==> config.mk <==
export PLATFORM = sky130hd
export DESIGN_NAME = mem_arbiter_flat
export DESIGN_NICKNAME = d
export VERILOG_FILES = /design/src/rtl/mem_arbiter_if.sv /design/src/rtl/mem_arbiter.sv /design/src/flat_wrapper.sv
export SDC_FILE = /design/constraint.sdc
export NUM_CORES = 1
export LEC_CHECK = 0
export CORE_UTILIZATION = 44
export DETAILED_ROUTE_END_ITERATION = 16
export PLACE_DENSITY = 0.87
export SYNTH_ARGS = -nofsm -noshare
export SYNTH_HDL_FRONTEND = slang
export SYNTH_SLANG_ARGS = --single-unit
==> constraint.sdc <==
create_clock -name clk -period 4.3 [get_ports clk]
set_input_delay 0.86 -clock clk [delete_from_list [all_inputs] [get_ports clk]]
set_output_delay 0.86 -clock clk [all_outputs]
set_load 0.02 [all_outputs]
==> src/rtl/mem_arbiter_if.sv <==
// mem_arbiter_if -- bundle of every signal between the two-requester memory
// arbiter, its requesters and the data memory (DM).
//
//   m0_*/m1_*  requester side: req/addr/wdata/we/mem_op in, gnt/rvalid/rdata/err out
//   dm_*       DM side: addr/wdata/we/mem_op out, rdata/adel/ades in
//   busy       arbiter is in the middle of a transaction
//
// Modports:
//   slave  -- the arbiter's view
//   master -- the environment's view (requesters plus DM model)
interface mem_arbiter_if;
    logic        m0_req;
    logic [31:0] m0_addr;
    logic [31:0] m0_wdata;
    logic        m0_we;
    logic [2:0]  m0_mem_op;
    logic        m0_gnt;
    logic        m0_rvalid;
    logic [31:0] m0_rdata;
    logic        m0_err;

    logic        m1_req;
    logic [31:0] m1_addr;
    logic [31:0] m1_wdata;
    logic        m1_we;
    logic [2:0]  m1_mem_op;
    logic        m1_gnt;
    logic        m1_rvalid;
    logic [31:0] m1_rdata;
    logic        m1_err;

    logic [31:0] dm_addr;
    logic [31:0] dm_wdata;
    logic        dm_we;
    logic [2:0]  dm_mem_op;
    logic [31:0] dm_rdata;
    logic        dm_adel;
    logic        dm_ades;
    logic        busy;

    modport slave (
        input  m0_req, m0_addr, m0_wdata, m0_we, m0_mem_op,
        output m0_gnt, m0_rvalid, m0_rdata, m0_err,
        input  m1_req, m1_addr, m1_wdata, m1_we, m1_mem_op,
        output m1_gnt, m1_rvalid, m1_rdata, m1_err,
        output dm_addr, dm_wdata, dm_we, dm_mem_op,
        input  dm_rdata, dm_adel, dm_ades,
        output busy
    );

    modport master (
        output m0_req, m0_addr, m0_wdata, m0_we, m0_mem_op,
        input  m0_gnt, m0_rvalid, m0_rdata, m0_err,
        output m1_req, m1_addr, m1_wdata, m1_we, m1_mem_op,
        input  m1_gnt, m1_rvalid, m1_rdata, m1_err,
        input  dm_addr, dm_wdata, dm_we, dm_mem_op,
        output dm_rdata, dm_adel, dm_ades,
        input  busy
    );
endinterface

==> src/rtl/mem_arbiter.sv <==
// mem_arbiter -- shares one data memory between two requesters.
//
// A transaction takes three cycles: grant (IDLE), DM access (ACCESS) and a
// one-cycle response pulse (RESP). Grant is combinational in IDLE; the
// winner's request fields are latched on the grant edge so the requester is
// free to change them afterwards.
//
// Ports:
//   clk  -- clock, rising edge
//   rst  -- synchronous active-high reset; aborts any transaction in flight
//   bus  -- mem_arbiter_if.slave (requesters m0/m1, DM port, busy)
//
// Build option:
//   MEM_ARBITER_RR_EN  defined   -> round-robin tie-break via last_winner
//                      undefined -> fixed priority, m0 wins ties
module mem_arbiter (
    input  logic          clk,
    input  logic          rst,
    mem_arbiter_if.slave  bus
);
    typedef enum logic [1:0] {IDLE, ACCESS, RESP} state_t;

    state_t             state;
    logic [1:0]         req;
    logic [1:0]         gnt;
    logic [1:0][31:0]   addr;
    logic [1:0][31:0]   wdata;
    logic [1:0]         we;
    logic [1:0][2:0]    mem_op;
    logic               winner;

    logic [31:0]        lat_addr;
    logic [31:0]        lat_wdata;
    logic               lat_we;
    logic [2:0]         lat_op;
    logic               lat_id;

    logic [1:0][31:0]   rdata_q;
    logic [1:0]         err_q;
    logic [1:0]         rvalid_q;
    logic               in_access;

    assign req    = {bus.m1_req,    bus.m0_req};
    assign addr   = {bus.m1_addr,   bus.m0_addr};
    assign wdata  = {bus.m1_wdata,  bus.m0_wdata};
    assign we     = {bus.m1_we,     bus.m0_we};
    assign mem_op = {bus.m1_mem_op, bus.m0_mem_op};

`ifdef MEM_ARBITER_RR_EN
    logic last_winner;

    // On a tie the requester that did not win last time goes next.
    always_comb begin
        if (&req) winner = ~last_winner;
        else      winner = ~req[0];
    end
`else
    // m0 wins whenever it asks.
    assign winner = ~req[0];
`endif

    // Held off during reset so nothing is accepted on a reset edge.
    assign gnt[0] = (state == IDLE) && !rst && req[0] && !winner;
    assign gnt[1] = (state == IDLE) && !rst && req[1] &&  winner;

    // DM port is quiet outside ACCESS, and dm_we drops in the reset cycle
    // so an aborted store never reaches memory.
    assign in_access     = (state == ACCESS) && !rst;
    assign bus.dm_addr   = in_access ? lat_addr  : '0;
    assign bus.dm_wdata  = in_access ? lat_wdata : '0;
    assign bus.dm_mem_op = in_access ? lat_op    : '0;
    assign bus.dm_we     = in_access && lat_we && !bus.dm_ades;

    always_ff @(posedge clk) begin
        if (rst) begin
            state     <= IDLE;
            lat_addr  <= '0;
            lat_wdata <= '0;
            lat_we    <= 1'b0;
            lat_op    <= '0;
            lat_id    <= 1'b0;
            rdata_q   <= '0;
            err_q     <= '0;
            rvalid_q  <= '0;
`ifdef MEM_ARBITER_RR_EN
            last_winner <= 1'b1;
`endif
        end else begin
            rvalid_q <= '0;
            case (state)
                IDLE: begin
                    if (|gnt) begin
                        lat_addr  <= addr[winner];
                        lat_wdata <= wdata[winner];
                        lat_we    <= we[winner];
                        lat_op    <= mem_op[winner];
                        lat_id    <= winner;
                        state     <= ACCESS;
`ifdef MEM_ARBITER_RR_EN
                        last_winner <= winner;
`endif
                    end
                end
                ACCESS: begin
                    // Stores report zero data; the fault bit follows direction.
                    rdata_q[lat_id]  <= lat_we ? 32'd0 : bus.dm_rdata;
                    err_q[lat_id]    <= lat_we ? bus.dm_ades : bus.dm_adel;
                    rvalid_q[lat_id] <= 1'b1;
                    state            <= RESP;
                end
                RESP:    state <= IDLE;
                default: state <= IDLE;
            endcase
        end
    end

    assign bus.m0_gnt    = gnt[0];
    assign bus.m1_gnt    = gnt[1];
    assign bus.m0_rvalid = rvalid_q[0];
    assign bus.m1_rvalid = rvalid_q[1];
    assign bus.m0_rdata  = rdata_q[0];
    assign bus.m1_rdata  = rdata_q[1];
    assign bus.m0_err    = err_q[0];
    assign bus.m1_err    = err_q[1];
    assign bus.busy      = (state != IDLE);
endmodule

==> src/flat_wrapper.sv <==
// flat-port wrapper written by rule: the top's interface ports become plain ports
module mem_arbiter_flat 
  (clk, rst, bus_m0_req, bus_m0_addr, bus_m0_wdata, bus_m0_we, bus_m0_mem_op, bus_m0_gnt, bus_m0_rvalid, bus_m0_rdata, bus_m0_err, bus_m1_req, bus_m1_addr, bus_m1_wdata, bus_m1_we, bus_m1_mem_op, bus_m1_gnt, bus_m1_rvalid, bus_m1_rdata, bus_m1_err, bus_dm_addr, bus_dm_wdata, bus_dm_we, bus_dm_mem_op, bus_dm_rdata, bus_dm_adel, bus_dm_ades, bus_busy);
  mem_arbiter_if bus_i ();
  input  logic clk;
  input  logic rst;
  input wire logic [$bits(bus_i.m0_req)-1:0] bus_m0_req;
  input wire logic [$bits(bus_i.m0_addr)-1:0] bus_m0_addr;
  input wire logic [$bits(bus_i.m0_wdata)-1:0] bus_m0_wdata;
  input wire logic [$bits(bus_i.m0_we)-1:0] bus_m0_we;
  input wire logic [$bits(bus_i.m0_mem_op)-1:0] bus_m0_mem_op;
  output wire logic [$bits(bus_i.m0_gnt)-1:0] bus_m0_gnt;
  output wire logic [$bits(bus_i.m0_rvalid)-1:0] bus_m0_rvalid;
  output wire logic [$bits(bus_i.m0_rdata)-1:0] bus_m0_rdata;
  output wire logic [$bits(bus_i.m0_err)-1:0] bus_m0_err;
  input wire logic [$bits(bus_i.m1_req)-1:0] bus_m1_req;
  input wire logic [$bits(bus_i.m1_addr)-1:0] bus_m1_addr;
  input wire logic [$bits(bus_i.m1_wdata)-1:0] bus_m1_wdata;
  input wire logic [$bits(bus_i.m1_we)-1:0] bus_m1_we;
  input wire logic [$bits(bus_i.m1_mem_op)-1:0] bus_m1_mem_op;
  output wire logic [$bits(bus_i.m1_gnt)-1:0] bus_m1_gnt;
  output wire logic [$bits(bus_i.m1_rvalid)-1:0] bus_m1_rvalid;
  output wire logic [$bits(bus_i.m1_rdata)-1:0] bus_m1_rdata;
  output wire logic [$bits(bus_i.m1_err)-1:0] bus_m1_err;
  output wire logic [$bits(bus_i.dm_addr)-1:0] bus_dm_addr;
  output wire logic [$bits(bus_i.dm_wdata)-1:0] bus_dm_wdata;
  output wire logic [$bits(bus_i.dm_we)-1:0] bus_dm_we;
  output wire logic [$bits(bus_i.dm_mem_op)-1:0] bus_dm_mem_op;
  input wire logic [$bits(bus_i.dm_rdata)-1:0] bus_dm_rdata;
  input wire logic [$bits(bus_i.dm_adel)-1:0] bus_dm_adel;
  input wire logic [$bits(bus_i.dm_ades)-1:0] bus_dm_ades;
  output wire logic [$bits(bus_i.busy)-1:0] bus_busy;
  assign bus_i.m0_req = bus_m0_req;
  assign bus_i.m0_addr = bus_m0_addr;
  assign bus_i.m0_wdata = bus_m0_wdata;
  assign bus_i.m0_we = bus_m0_we;
  assign bus_i.m0_mem_op = bus_m0_mem_op;
  assign bus_m0_gnt = bus_i.m0_gnt;
  assign bus_m0_rvalid = bus_i.m0_rvalid;
  assign bus_m0_rdata = bus_i.m0_rdata;
  assign bus_m0_err = bus_i.m0_err;
  assign bus_i.m1_req = bus_m1_req;
  assign bus_i.m1_addr = bus_m1_addr;
  assign bus_i.m1_wdata = bus_m1_wdata;
  assign bus_i.m1_we = bus_m1_we;
  assign bus_i.m1_mem_op = bus_m1_mem_op;
  assign bus_m1_gnt = bus_i.m1_gnt;
  assign bus_m1_rvalid = bus_i.m1_rvalid;
  assign bus_m1_rdata = bus_i.m1_rdata;
  assign bus_m1_err = bus_i.m1_err;
  assign bus_dm_addr = bus_i.dm_addr;
  assign bus_dm_wdata = bus_i.dm_wdata;
  assign bus_dm_we = bus_i.dm_we;
  assign bus_dm_mem_op = bus_i.dm_mem_op;
  assign bus_i.dm_rdata = bus_dm_rdata;
  assign bus_i.dm_adel = bus_dm_adel;
  assign bus_i.dm_ades = bus_dm_ades;
  assign bus_busy = bus_i.busy;
  mem_arbiter u_core (.clk(clk), .rst(rst), .bus(bus_i));
endmodule
==> qor.txt <==
Crit path depth - 5
Max-Cap Viols - 0
Synth area leader - dfxtp_1
first-pass GRT wire length - 30800 µm
cell family with most CP delay - buffers and inverters
Mean Syn Cell Area - 8.59 µm²
H-tree levels - 4
post-route ant nets - 0
GPL Wtd Cong - 0.845
dpl ws - 0.924 ns
sequential cell area fraction in the yosys report - 44.6%
layout cells sized above 1 - 5.62%
Syn-to-layout area delta - 59.5%
Tcrit/Tclk final - 78.5%
DP HPWL - 14100 µm
GRT Total Usage - 27.5%
Avg WL per Cell - 17.0 µm
RR Startpoint - u_core.state[1]$_SDFFE_PP0P_
Port Buffers - 312
Pre-antenna DRT Iters - 5
top cells by count, synth - dfxtp_1 (139), a21oi_1 (133), nand2_1 (128)
Resize count post-CTS - 0
Setup CP Type - primary input to primary output
hold crit path type - flip-flop to flip-flop
CP max FO - 45
synthesized area - 6240 µm²
die footprint - 14700 µm²
Area contributors post-synth - dfxtp_1 (45%), mux2i_1 (11%), a21oi_1 (11%)
grt ovf - 0
Worst R2R End - u_core.lat_addr[25]$_SDFFE_PP0P_
Hold Buf Count CTS - 0
fin crit period - 3.37 ns
FF+latch area - 2780 µm²
largest net degree at the start of global routing - 100
CTS Buf Count - 17
drt initial violations - 397
Synth cell types - 20
Pwr Total - 3.47 mW
LEAKAGE - 3.70 nW
CP startpoint - rst
Die Ht - 121 µm
main flop type after synthesis - dfxtp_1
fillers - 1063
core footprint - 13900 µm²
DR vias/cell - 5.24
clock latency on the worst-skew pair - 0.42 ns
CP endpoint - bus_dm_wdata[24]
Final setup viols - 0
nets - 1175
Inserted Diodes - 0
cells after synthesis - 727
die width - 121 µm
vias - 6262
post-CTS setup buffer count - 0
Initial Util - 45.0%
Max VDD drop - 0.298 mV
area share of the largest cell type after synthesis - 44.6%
Worst Path Arrival - 2.51 ns
Power Density - 348 nW/µm²
final worst setup slack - 0.926 ns
area occupied by multi-input gates - 3170 µm²
final hold slack - 0.453 ns
Hold Fails Final Rpt - 0
slowest cell on the critical path - clkdlybuf4s50_1
clock tree sinks - 139
status - completed
WP data required - 3.44 ns
most common cell in the netlist - dfxtp_1
max incr delay on CP - 0.61 ns
Hold Crit Depth - 2
EDFF count, synth - 0
skew final - 0.00870 ns
CP cell instances - buf_4 -> nor3b_2 -> buf_4 -> and2_1 -> clkdlybuf4s50_1
CP dominant cell by count - buf_4
synth warn - 0
unrepaired setup endpoints after global routing - false
FF-to-FF path depth - 5
vias in the first global route - 6120
Clk pin slew, worst setup/hold paths - 0.05 ns
Mapped Nets - 901
f_max - 296 MHz
Root Driver - clkbuf_16
Final TNS setup - 0 ns
worst rel slew slack - 26.0%
Slew Limit Fails - 0
worst slew pin tran - 1.11 ns
I/O pin total - 313
Startpoint Class - primary input
fraction of registers with async set or reset after synthesis - 0%
residual DRC count - 0
WL final - 20300 µm
# rows - 43
CTS max path bufs - 2
initial antenna violation count - 1
Buf/Inv on CP - 3
CTS tree - built
Yosys reg bits - 139
R2R Setup Slk - 2.07 ns
crit end category - primary output
-- per-layer routing --
metal	routed length (µm)	share of wire, %	GRT usage (%)	vias to the layer above
met5	15	0.074	0	-
met4	736	3.6	14.3	2
li1	-	-	-	3052
met3	1550	7.6	8.69	49
met1	7940	39	29.8	2907
met2	10100	50	47.8	252
-- sequential cells by signal, indices dropped and copies added (netlist names) --
name and flops:
u_core.lat_op 3, u_core.lat_wdata 32, u_core.lat_addr 32, u_core.state 2
u_core.rvalid_q 2, u_core.bus.m1_rdata 32, u_core.lat_we 1, u_core.bus.m0_rdata 32
u_core.lat_id 1, u_core.err_q 2
-- where the power goes --
group | internal [mW] | total [mW] | switching (mW) | leakage (nW)
sequential | 1.38 | 1.43 | 0.0563 | 1.14
clock | 0.864 | 1.38 | 0.520 | 0.276
combinational | 0.332 | 0.648 | 0.316 | 2.29
total | 2.57 | 3.47 | 0.892 | 3.70
-- worst register-to-register path: stages (launching register included) --
cell	delay, ns
dfxtp_1	0.40
nor3_4	0.34
buf_4	0.52
and2_2	0.26
buf_4	0.38
a211oi_1	0.17
-- cells by family (layout without fill, tap and decap cells) --
kind of cell           Yosys count  after routing  synth area share, %
flip-flops                     139            139                 44.6
AO/OA/AOI/OAI                  204            204                 20.0
buffers and inverters           72            359                 4.99
AND/OR/NAND/NOR                243            243                 19.4
multiplexers                    69             69                 11.1
-- worst min path at each step --
stage	from	to	slack [ns]
floorplan	u_core.lat_op[0]$_SDFFE_PP0P_	u_core.lat_op[0]$_SDFFE_PP0P_	0.49
global placement	u_core.bus.m1_rdata[31]$_SDFFE_PP0P_	u_core.bus.m1_rdata[31]$_SDFFE_PP0P_	0.44
detailed placement	u_core.bus.m0_rdata[2]$_SDFFE_PP0P_	u_core.bus.m0_rdata[2]$_SDFFE_PP0P_	0.45
CTS	u_core.bus.m0_rdata[2]$_SDFFE_PP0P_	u_core.bus.m0_rdata[2]$_SDFFE_PP0P_	0.46
global route	u_core.bus.m0_rdata[26]$_SDFFE_PP0P_	u_core.bus.m0_rdata[26]$_SDFFE_PP0P_	0.47
finish	u_core.bus.m1_rdata[18]$_SDFFE_PP0P_	u_core.bus.m1_rdata[18]$_SDFFE_PP0P_	0.45
-- metrics by stage --
step	area (µm²)	util, %	cells
floorplan	6240	-	727
global placement	9400	67.7	1162
detailed placement	9400	67.7	1162
CTS	9960	71.7	1194
global route	9960	71.7	1194
finish	9960	71.7	1194
-- cells in the final DEF (no fill, tap or decap) --
master | netlist | routed
a211oi_1 | 61 | 61
clkbuf_1 | 58 | 6
nor3b_4 | 0 | 1
bufinv_16 | 0 | 2
clkbuf_16 | 0 | 17
and2_1 | 69 | 68
clkbuf_8 | 0 | 1
and3b_1 | 3 | 3
nand3b_1 | 1 | 1
or2_2 | 0 | 1
or3b_1 | 1 | 1
and2_2 | 0 | 1
nor2_1 | 5 | 5
mux2i_1 | 69 | 69
nor3_4 | 0 | 1
nor3b_2 | 1 | 1
dfxtp_1 | 139 | 139
buf_4 | 0 | 16
nand2_1 | 128 | 128
a21oi_1 | 133 | 133
a211oi_2 | 10 | 10
clkdlybuf4s50_1 | 0 | 310
nor2b_1 | 32 | 32
clkinv_2 | 0 | 5
inv_1 | 1 | 1
clkinv_4 | 0 | 1
-- area by class of cell --
| class | count | share of cell area (%) |
|---|---|---|
| clock buffers | 24 | 4.64 |
| multi-input cells | 516 | 31.8 |
| flip-flops and latches | 139 | 27.9 |
| clock inverters | 8 | 0.942 |
| repair buffers | 326 | 32.4 |
| inverters | 1 | 0.0377 |
| well taps | 180 | 2.26 |
(Power assumes the default switching activity.)
